## config.mk

```make
export PLATFORM = sky130hd
export DESIGN_NAME = pipe_ctrl
export DESIGN_NICKNAME = d
export VERILOG_FILES = /design/src/rtl/pipe_ctrl.sv
export SDC_FILE = /design/constraint.sdc
export NUM_CORES = 1
export LEC_CHECK = 0
export ABC_CLOCK_PERIOD_IN_PS = 3600
export CAP_MARGIN = 20
export CORE_UTILIZATION = 67
export DETAILED_ROUTE_END_ITERATION = 10
export DONT_BUFFER_PORTS = 1
export GPL_ROUTABILITY_DRIVEN = 0
export GPL_TIMING_DRIVEN = 1
export PLACE_DENSITY = 0.89
export SYNTH_ARGS = -nofsm -noshare
export SYNTH_HDL_FRONTEND = slang
export SYNTH_SLANG_ARGS = --single-unit
```

## constraint.sdc

```tcl
create_clock -name CLK -period 3.6 [get_ports CLK]
set_clock_uncertainty 0.05 [all_clocks]
set_input_delay 0.72 -clock CLK [delete_from_list [all_inputs] [get_ports CLK]]
set_output_delay 0.72 -clock CLK [all_outputs]
set_load 0.01 [all_outputs]
```

## src/rtl/pipe_ctrl.sv

```systemverilog
// Per-cycle arbitration of MIPS pipeline latch enables/flushes from cache, hazard, branch and halt inputs.
// Controls are combinational (same cycle); state and saturating perf counters update on the rising edge.
module pipe_ctrl (
  input  logic        CLK,
  input  logic        RST,
  input  logic        ihit,
  input  logic        dhit,
  input  logic        dREN_mem,
  input  logic        dWEN_mem,
  input  logic        idex_memread,
  input  logic [4:0]  idex_rd,
  input  logic [4:0]  ifid_rs,
  input  logic [4:0]  ifid_rt,
  input  logic        ifid_uses_rt,
  input  logic        branch_taken_ex,
  input  logic        halt_mem,
  output logic        pc_en,
  output logic        ifid_en,
  output logic        idex_en,
  output logic        exmem_en,
  output logic        memwb_en,
  output logic        ifid_flush,
  output logic        idex_flush,
  output logic        exmem_flush,
  output logic        memwb_flush,
  output logic        halt,
  output logic        dwait,
  output logic [15:0] stall_cnt,
  output logic [15:0] squash_cnt
);

  typedef enum logic [1:0] {RUN, DWAIT, HALT} state_t;

  state_t      state_q, state_d;
  logic [15:0] stall_q, stall_d;
  logic [15:0] squash_q, squash_d;
  logic        mem_op, mem_busy, load_use;
  logic        stall_inc, squash_inc;

  assign mem_op   = dREN_mem | dWEN_mem;
  assign mem_busy = mem_op & ~dhit;
  assign load_use = idex_memread & (idex_rd != 5'd0) &
                    ((idex_rd == ifid_rs) | (ifid_uses_rt & (idex_rd == ifid_rt)));

  always_comb begin
    state_d     = state_q;
    pc_en       = 1'b0;
    ifid_en     = 1'b0;
    idex_en     = 1'b0;
    exmem_en    = 1'b0;
    memwb_en    = 1'b0;
    ifid_flush  = 1'b0;
    idex_flush  = 1'b0;
    exmem_flush = 1'b0;
    memwb_flush = 1'b0;
    halt        = 1'b0;
    dwait       = 1'b0;
    squash_inc  = 1'b0;
    if (RST) begin
      state_d = RUN;
    end else begin
      case (state_q)
        HALT: begin
          halt = 1'b1;
        end
        default: begin
          dwait = (state_q == DWAIT);
          if (mem_busy) begin
            state_d = DWAIT;
          end else if (!ihit) begin
            // Data access just finished but fetch is stalled: retire the MEM
            // result and leave a bubble behind it so it is not replayed.
            if (mem_op) begin
              memwb_en    = 1'b1;
              exmem_flush = 1'b1;
            end
            state_d = RUN;
          end else begin
            pc_en    = 1'b1;
            ifid_en  = 1'b1;
            idex_en  = 1'b1;
            exmem_en = 1'b1;
            memwb_en = 1'b1;
            if (branch_taken_ex) begin
              ifid_flush = 1'b1;
              idex_flush = 1'b1;
              squash_inc = 1'b1;
            end else if (load_use) begin
              pc_en      = 1'b0;
              ifid_en    = 1'b0;
              idex_flush = 1'b1;
            end
            state_d = halt_mem ? HALT : RUN;
          end
        end
      endcase
    end
  end

  assign stall_inc = ~RST & (state_q != HALT) & ~pc_en;

  always_comb begin
    stall_d  = stall_q;
    squash_d = squash_q;
    if (stall_inc && (stall_q != 16'hFFFF))
      stall_d = stall_q + 16'd1;
    if (squash_inc && (squash_q != 16'hFFFF))
      squash_d = squash_q + 16'd1;
  end

  always_ff @(posedge CLK) begin
    if (RST) begin
      state_q  <= RUN;
      stall_q  <= 16'd0;
      squash_q <= 16'd0;
    end else begin
      state_q  <= state_d;
      stall_q  <= stall_d;
      squash_q <= squash_d;
    end
  end

  assign stall_cnt  = stall_q;
  assign squash_cnt = squash_q;

endmodule

```

# Word level (Yosys, flattened, before mapping)
# Cells that the tools add are included.
[totals]
wordCells = 63
output_inout_bits = 43
reg_bits = 34
[classes]
eq_ne = 7
bitwise = 11
add_sub_neg = 2
muxes = 37
n_reduce_logical = 3
[ops]
columns = ["operator", "n"]
rows = [
  ["two-way mux 1 bit", 34],
  ["adder 16 x 1 -> 16 bit (second input constant)", 2],
  ["!= test 16 bit (second input constant)", 2],
  ["equality test 5 bit", 2],
  ["AND 1 bit", 6],
  ["two-way mux 2 bit", 3],
  ["nonzero test 5 bit", 1],
  ["inverter 1 bit", 3],
  ["equality test 2 x 1 -> 1 bit (second input constant)", 1],
  ["equality test 2 bit (second input constant)", 1],
  ["logical AND 1 bit", 2],
  ["!= test 2 bit (second input constant)", 1],
  ["bitwise OR 1 bit", 2],
]

# Depth between registers and ports, before layout
[depth]
ltp_word = 13
depth_mapped = 9
mapped_depth_nobuf = 7

# Least setup slack after synthesis
# No wires, ideal clock.
[synth_timing]
path_kind = "input port to output port"
start = "input idex_rd[1]"
end = "output pc_en"
required_ns = 2.830
slack_ns = 0.862
arrival_time_ns = 1.968
path_stages = 5
path_cell_list = "or4_2 o21ai_0 o31a_1 buf_6 buf_4"
[synth_between]
elab_chain_cells = 10
[synth_lines]
columns = ["element", "line_no", "rtl"]
rows = [
  ["from (decl)", "11", "input logic [4:0] idex_rd,"],
  ["equality test 5 bit", "43", "((idex_rd == ifid_rs) | (ifid_uses_rt & (idex_rd == ifid_rt)));"],
  ["AND 1 bit", "43", ""],
  ["bitwise OR 1 bit", "43", ""],
  ["AND 1 bit *", "42", "assign load_use = idex_memread & (idex_rd != 5'd0) &"],
  ["two-way mux 1 bit * (6 in series)", "n/a", ""],
  ["to (decl)", "17", "output logic pc_en,"],
]
# Mark *: on every way between the ends. The rest lies on a longest branch, timed or not.

# Final worst setup path
[layout_timing]
start = "input idex_rd[1]"
end = "output pc_en"
[layout_between]
elab_chain_cells = 10
[layout_lines]
columns = ["element", "line_no", "rtl"]
rows = [
  ["equality test 5 bit", "43", ""],
  ["AND 1 bit", "43", ""],
  ["bitwise OR 1 bit", "43", ""],
  ["AND 1 bit *", "42", ""],
  ["two-way mux 1 bit *", "88", "end else if (load_use) begin"],
  ["two-way mux 1 bit *", "84", "if (branch_taken_ex) begin"],
  ["two-way mux 1 bit *", "70", "end else if (!ihit) begin"],
  ["two-way mux 1 bit *", "68", "if (mem_busy) begin"],
  ["two-way mux 1 bit *", "62", "case (state_q)"],
  ["two-way mux 1 bit *", "59", "if (RST) begin"],
]
# Marked as above.

==> qor.json <==
{
  "number_of_global_route_vias_before_repair": {"value": 1369},
  "cts.hold.buffers_added": {"value": 0},
  "leakage": {"value": 0.6234, "unit": "nW"},
  "clk_path_buf_depth": {"value": 2},
  "remaining_drc_errors": {"value": 0},
  "placed_cells_incl_taps": {"value": 237},
  "hold_violations": {"value": 0},
  "slew_headroom": {"value": 60.48, "unit": "%"},
  "ir_worst_vdd": {"value": 0.2854, "unit": "mV"},
  "setup_repair_after_global_routing_missed_its_margin": {"value": "false"},
  "clk_latency": {"value": 0.33, "unit": "ns"},
  "cts_tree": {"value": "done"},
  "layout.core_utilization": {"value": 73.70, "unit": "%"},
  "yosys.area.top_type": {"value": "sky130_fd_sc_hd__dfxtp_1"},
  "antennaDiodeCount": {"value": 0},
  "post_cts_resized": {"value": 0},
  "yosys.area.top_type_share": {"value": 37.03, "unit": "%"},
  "synthFlopType": {"value": "sky130_fd_sc_hd__dfxtp_1"},
  "design.portCount": {"value": 68},
  "area_growth_syn_to_layout": {"value": 2.042, "unit": "%"},
  "worst_hold_slack": {"value": 0.3942, "unit": "ns"},
  "clk_pin_slew_worst_paths": {"value": 0.10, "unit": "ns"},
  "drt.antenna.violating_nets": {"value": 0},
  "cts-buffers-inserted": {"value": 5},
  "cp-startpoint": {"value": "idex_rd[1]"},
  "timing.final.crit_share": {"value": 76.63, "unit": "%"},
  "worst_hold_path_type": {"value": "in -> reg"},
  "final_cells": {"value": 245},
  "finalMaxSlewViolations": {"value": 0},
  "antenna_violations_before_repair": {"value": 0},
  "fmax": {"value": 362.5, "unit": "MHz"},
  "fp.dieH": {"value": 54.38, "unit": "um"},
  "netlist_instances": {"value": 217},
  "critical_path.startpoint_type": {"value": "primary input"},
  "place.detailed.hpwl": {"value": 2872, "unit": "um"},
  "cts_setup_buffers": {"value": 0},
  "floorplan_row_count": {"value": 18},
  "wire_per_inst": {"value": 16.32, "unit": "um"},
  "final.setup.tns": {"value": 0, "unit": "ns"},
  "async_flop_share": {"value": 0, "unit": "%"},
  "final.fill_count": {"value": 205},
  "worst_pin_slew": {"value": 0.5846, "unit": "ns"},
  "worst-endpoint-arrival": {"value": 1.99, "unit": "ns"},
  "wl": {"value": 3999, "unit": "um"},
  "global_route.overflow_total": {"value": 0},
  "drt_iter0_drc": {"value": 35},
  "numClockSinks": {"value": 34},
  "ys_top_cells_by_count": {"value": "34 x sky130_fd_sc_hd__dfxtp_1, 32 x sky130_fd_sc_hd__nor2_1, 17 x sky130_fd_sc_hd__nand3_1, 15 x sky130_fd_sc_hd__xnor2_1, 14 x sky130_fd_sc_hd__xor2_1"},
  "setup.worst_path.end_class": {"value": "primary output"},
  "finalNetCount": {"value": 241},
  "dpl_cell_area": {"value": 1815, "unit": "sq um"},
  "worst_ep_required_time": {"value": 2.83, "unit": "ns"},
  "port_buffers": {"value": 0},
  "htree_num_levels": {"value": 2},
  "wire_length_of_the_first_global_routing_pass": {"value": 5775, "unit": "um"},
  "max_cap_viol_count": {"value": 0},
  "holdCritStartpoint": {"value": "RST"},
  "dieArea": {"value": 2957, "unit": "sq um"},
  "synth_enable_flop_cells": {"value": 0},
  "via_per_inst": {"value": 6.371},
  "yosys.cell_count.top_type": {"value": "sky130_fd_sc_hd__dfxtp_1"},
  "initial_utilization": {"value": 72.22, "unit": "%"},
  "post_synth_main_area_contributors": {"value": "sky130_fd_sc_hd__dfxtp_1 37%, sky130_fd_sc_hd__xnor2_1 7.1%, sky130_fd_sc_hd__xor2_1 6.7%"},
  "cp_max_fo": {"value": 11},
  "final-setup-viol-count": {"value": 0},
  "status": {"value": "completed"},
  "power-per-cell-area": {"value": 351.1, "unit": "nW/um^2"},
  "post_route_cells_drive_above_1_share": {"value": 7.907, "unit": "%"},
  "finalInstanceArea": {"value": 1876, "unit": "sq um"},
  "dieWidth": {"value": 54.38, "unit": "um"},
  "syn-cell-area": {"value": 1838, "unit": "sq um"},
  "synth_area_per_cell": {"value": 8.470, "unit": "sq um"},
  "yosysUniqueCellTypes": {"value": 41},
  "finalWorstPathRequiredPeriod": {"value": 2.759, "unit": "ns"},
  "grt.total_usage": {"value": 27.53, "unit": "%"},
  "grt_max_degree": {"value": 35},
  "regToRegStartpoint": {"value": "state_q[1]$_SDFFE_PP0N_"},
  "via_count": {"value": 1561},
  "synth-seq-area-share": {"value": 37.03, "unit": "%"},
  "core_box_area": {"value": 2545, "unit": "sq um"},
  "root_buffer": {"value": "sky130_fd_sc_hd__clkbuf_4"},
  "synth.yosys.warnings": {"value": 0},
  "crit_type": {"value": "in -> out"},
  "drtPass1Iterations": {"value": 4},
  "postSynthRegisterBits": {"value": 34},
  "synth.net_count": {"value": 244}
}
final cells by class:
class | count | area, sq um | area share (%)
timing repair buffer | 1 | 7.507 | 0.4003
multi-input combinational | 165 | 1064 | 56.70
clock buffer | 7 | 55.05 | 2.935
tap | 30 | 37.54 | 2.001
sequential | 34 | 680.7 | 36.29
inverter | 7 | 26.28 | 1.401
clock inverter | 1 | 5.005 | 0.2668
cell usage in the layout (no fill, tap or decap), types with 2 or more instances in the layout:
master	count
sky130_fd_sc_hd__clkbuf_4	5
sky130_fd_sc_hd__o31ai_1	2
sky130_fd_sc_hd__nor2_1	32
sky130_fd_sc_hd__a21oi_1	9
sky130_fd_sc_hd__ha_1	2
sky130_fd_sc_hd__inv_1	7
sky130_fd_sc_hd__xnor2_1	15
sky130_fd_sc_hd__and4_1	3
sky130_fd_sc_hd__or3_1	8
sky130_fd_sc_hd__nor3_1	6
sky130_fd_sc_hd__nand4_1	5
sky130_fd_sc_hd__and3_1	3
sky130_fd_sc_hd__nor4_1	4
sky130_fd_sc_hd__nor2b_1	2
sky130_fd_sc_hd__nand2_1	11
sky130_fd_sc_hd__o211ai_1	3
sky130_fd_sc_hd__nor4_2	2
sky130_fd_sc_hd__o21ai_0	8
sky130_fd_sc_hd__nand3_1	17
sky130_fd_sc_hd__xor2_1	14
sky130_fd_sc_hd__dfxtp_1	34
sky130_fd_sc_hd__mux2i_1	2
routing by layer:
layer  GRT usage [%]  vias up  routed length, um
met4           7.692        0                 23
met5               0        -                  0
met3           12.22        4                313
met1           28.57      725               1603
li1                -      760                  -
met2           49.59       72               2059
worst paths after layout:
kind / endpoint / slack (ns) / depth (start not counted)
worst max register to register: stall_cnt[11]$_SDFFE_PP0P_ / 1.19 / 7
worst max-delay path: pc_en / 0.84 / 4
worst min register to register: state_q[1]$_SDFFE_PP0N_ / 0.51 / 2
worst min-delay path: stall_cnt[1]$_SDFFE_PP0P_ / 0.39 / 1
critical path, stage by stage:
cell and delay (ns):
sky130_fd_sc_hd__or4_2 0.65, sky130_fd_sc_hd__o21ai_0 0.25, sky130_fd_sc_hd__o31a_1 0.16, sky130_fd_sc_hd__buf_4 0.20
where the power goes:
group | switching (mW) | leakage (nW) | total, mW | internal (mW)
registers | 0.00971 | 0.275 | 0.390 | 0.381
clock network | 0.124 | 0.0353 | 0.219 | 0.0946
logic | 0.0300 | 0.314 | 0.0495 | 0.0195
total | 0.164 | 0.623 | 0.659 | 0.495
state kept, by name, summed over array words and instances, names as in the netlist:
signal	flops
squash_cnt	16
state_q	2
stall_cnt	16
per-stage QoR:
| step | setup WS, ns | total power [mW] |
|---|---|---|
| finish | 0.8414 | 0.6586 |
| global route | 0.8221 | 0.6883 |
| CTS | 0.8598 | 0.6609 |
| detailed placement | 0.6887 | 0.4477 |
| global placement | 0.7939 | 0.4442 |
| floorplan | 0.8618 | 0.4480 |
cell families (layout without fill, tap and decap cells):
logic type / Yosys count / after routing / synth area share, %
xor+xnor: 29 / 29 / 13.82
simple gates: 100 / 100 / 28.66
flops: 34 / 34 / 37.03
buf+inv: 18 / 16 / 5.106
fa+ha+maj: 2 / 2 / 1.361
mux: 3 / 3 / 1.702
compound gates: 30 / 30 / 12.12
other cells: 1 / 1 / 0.2040
Note: power is estimated with default switching activity, not from simulation.
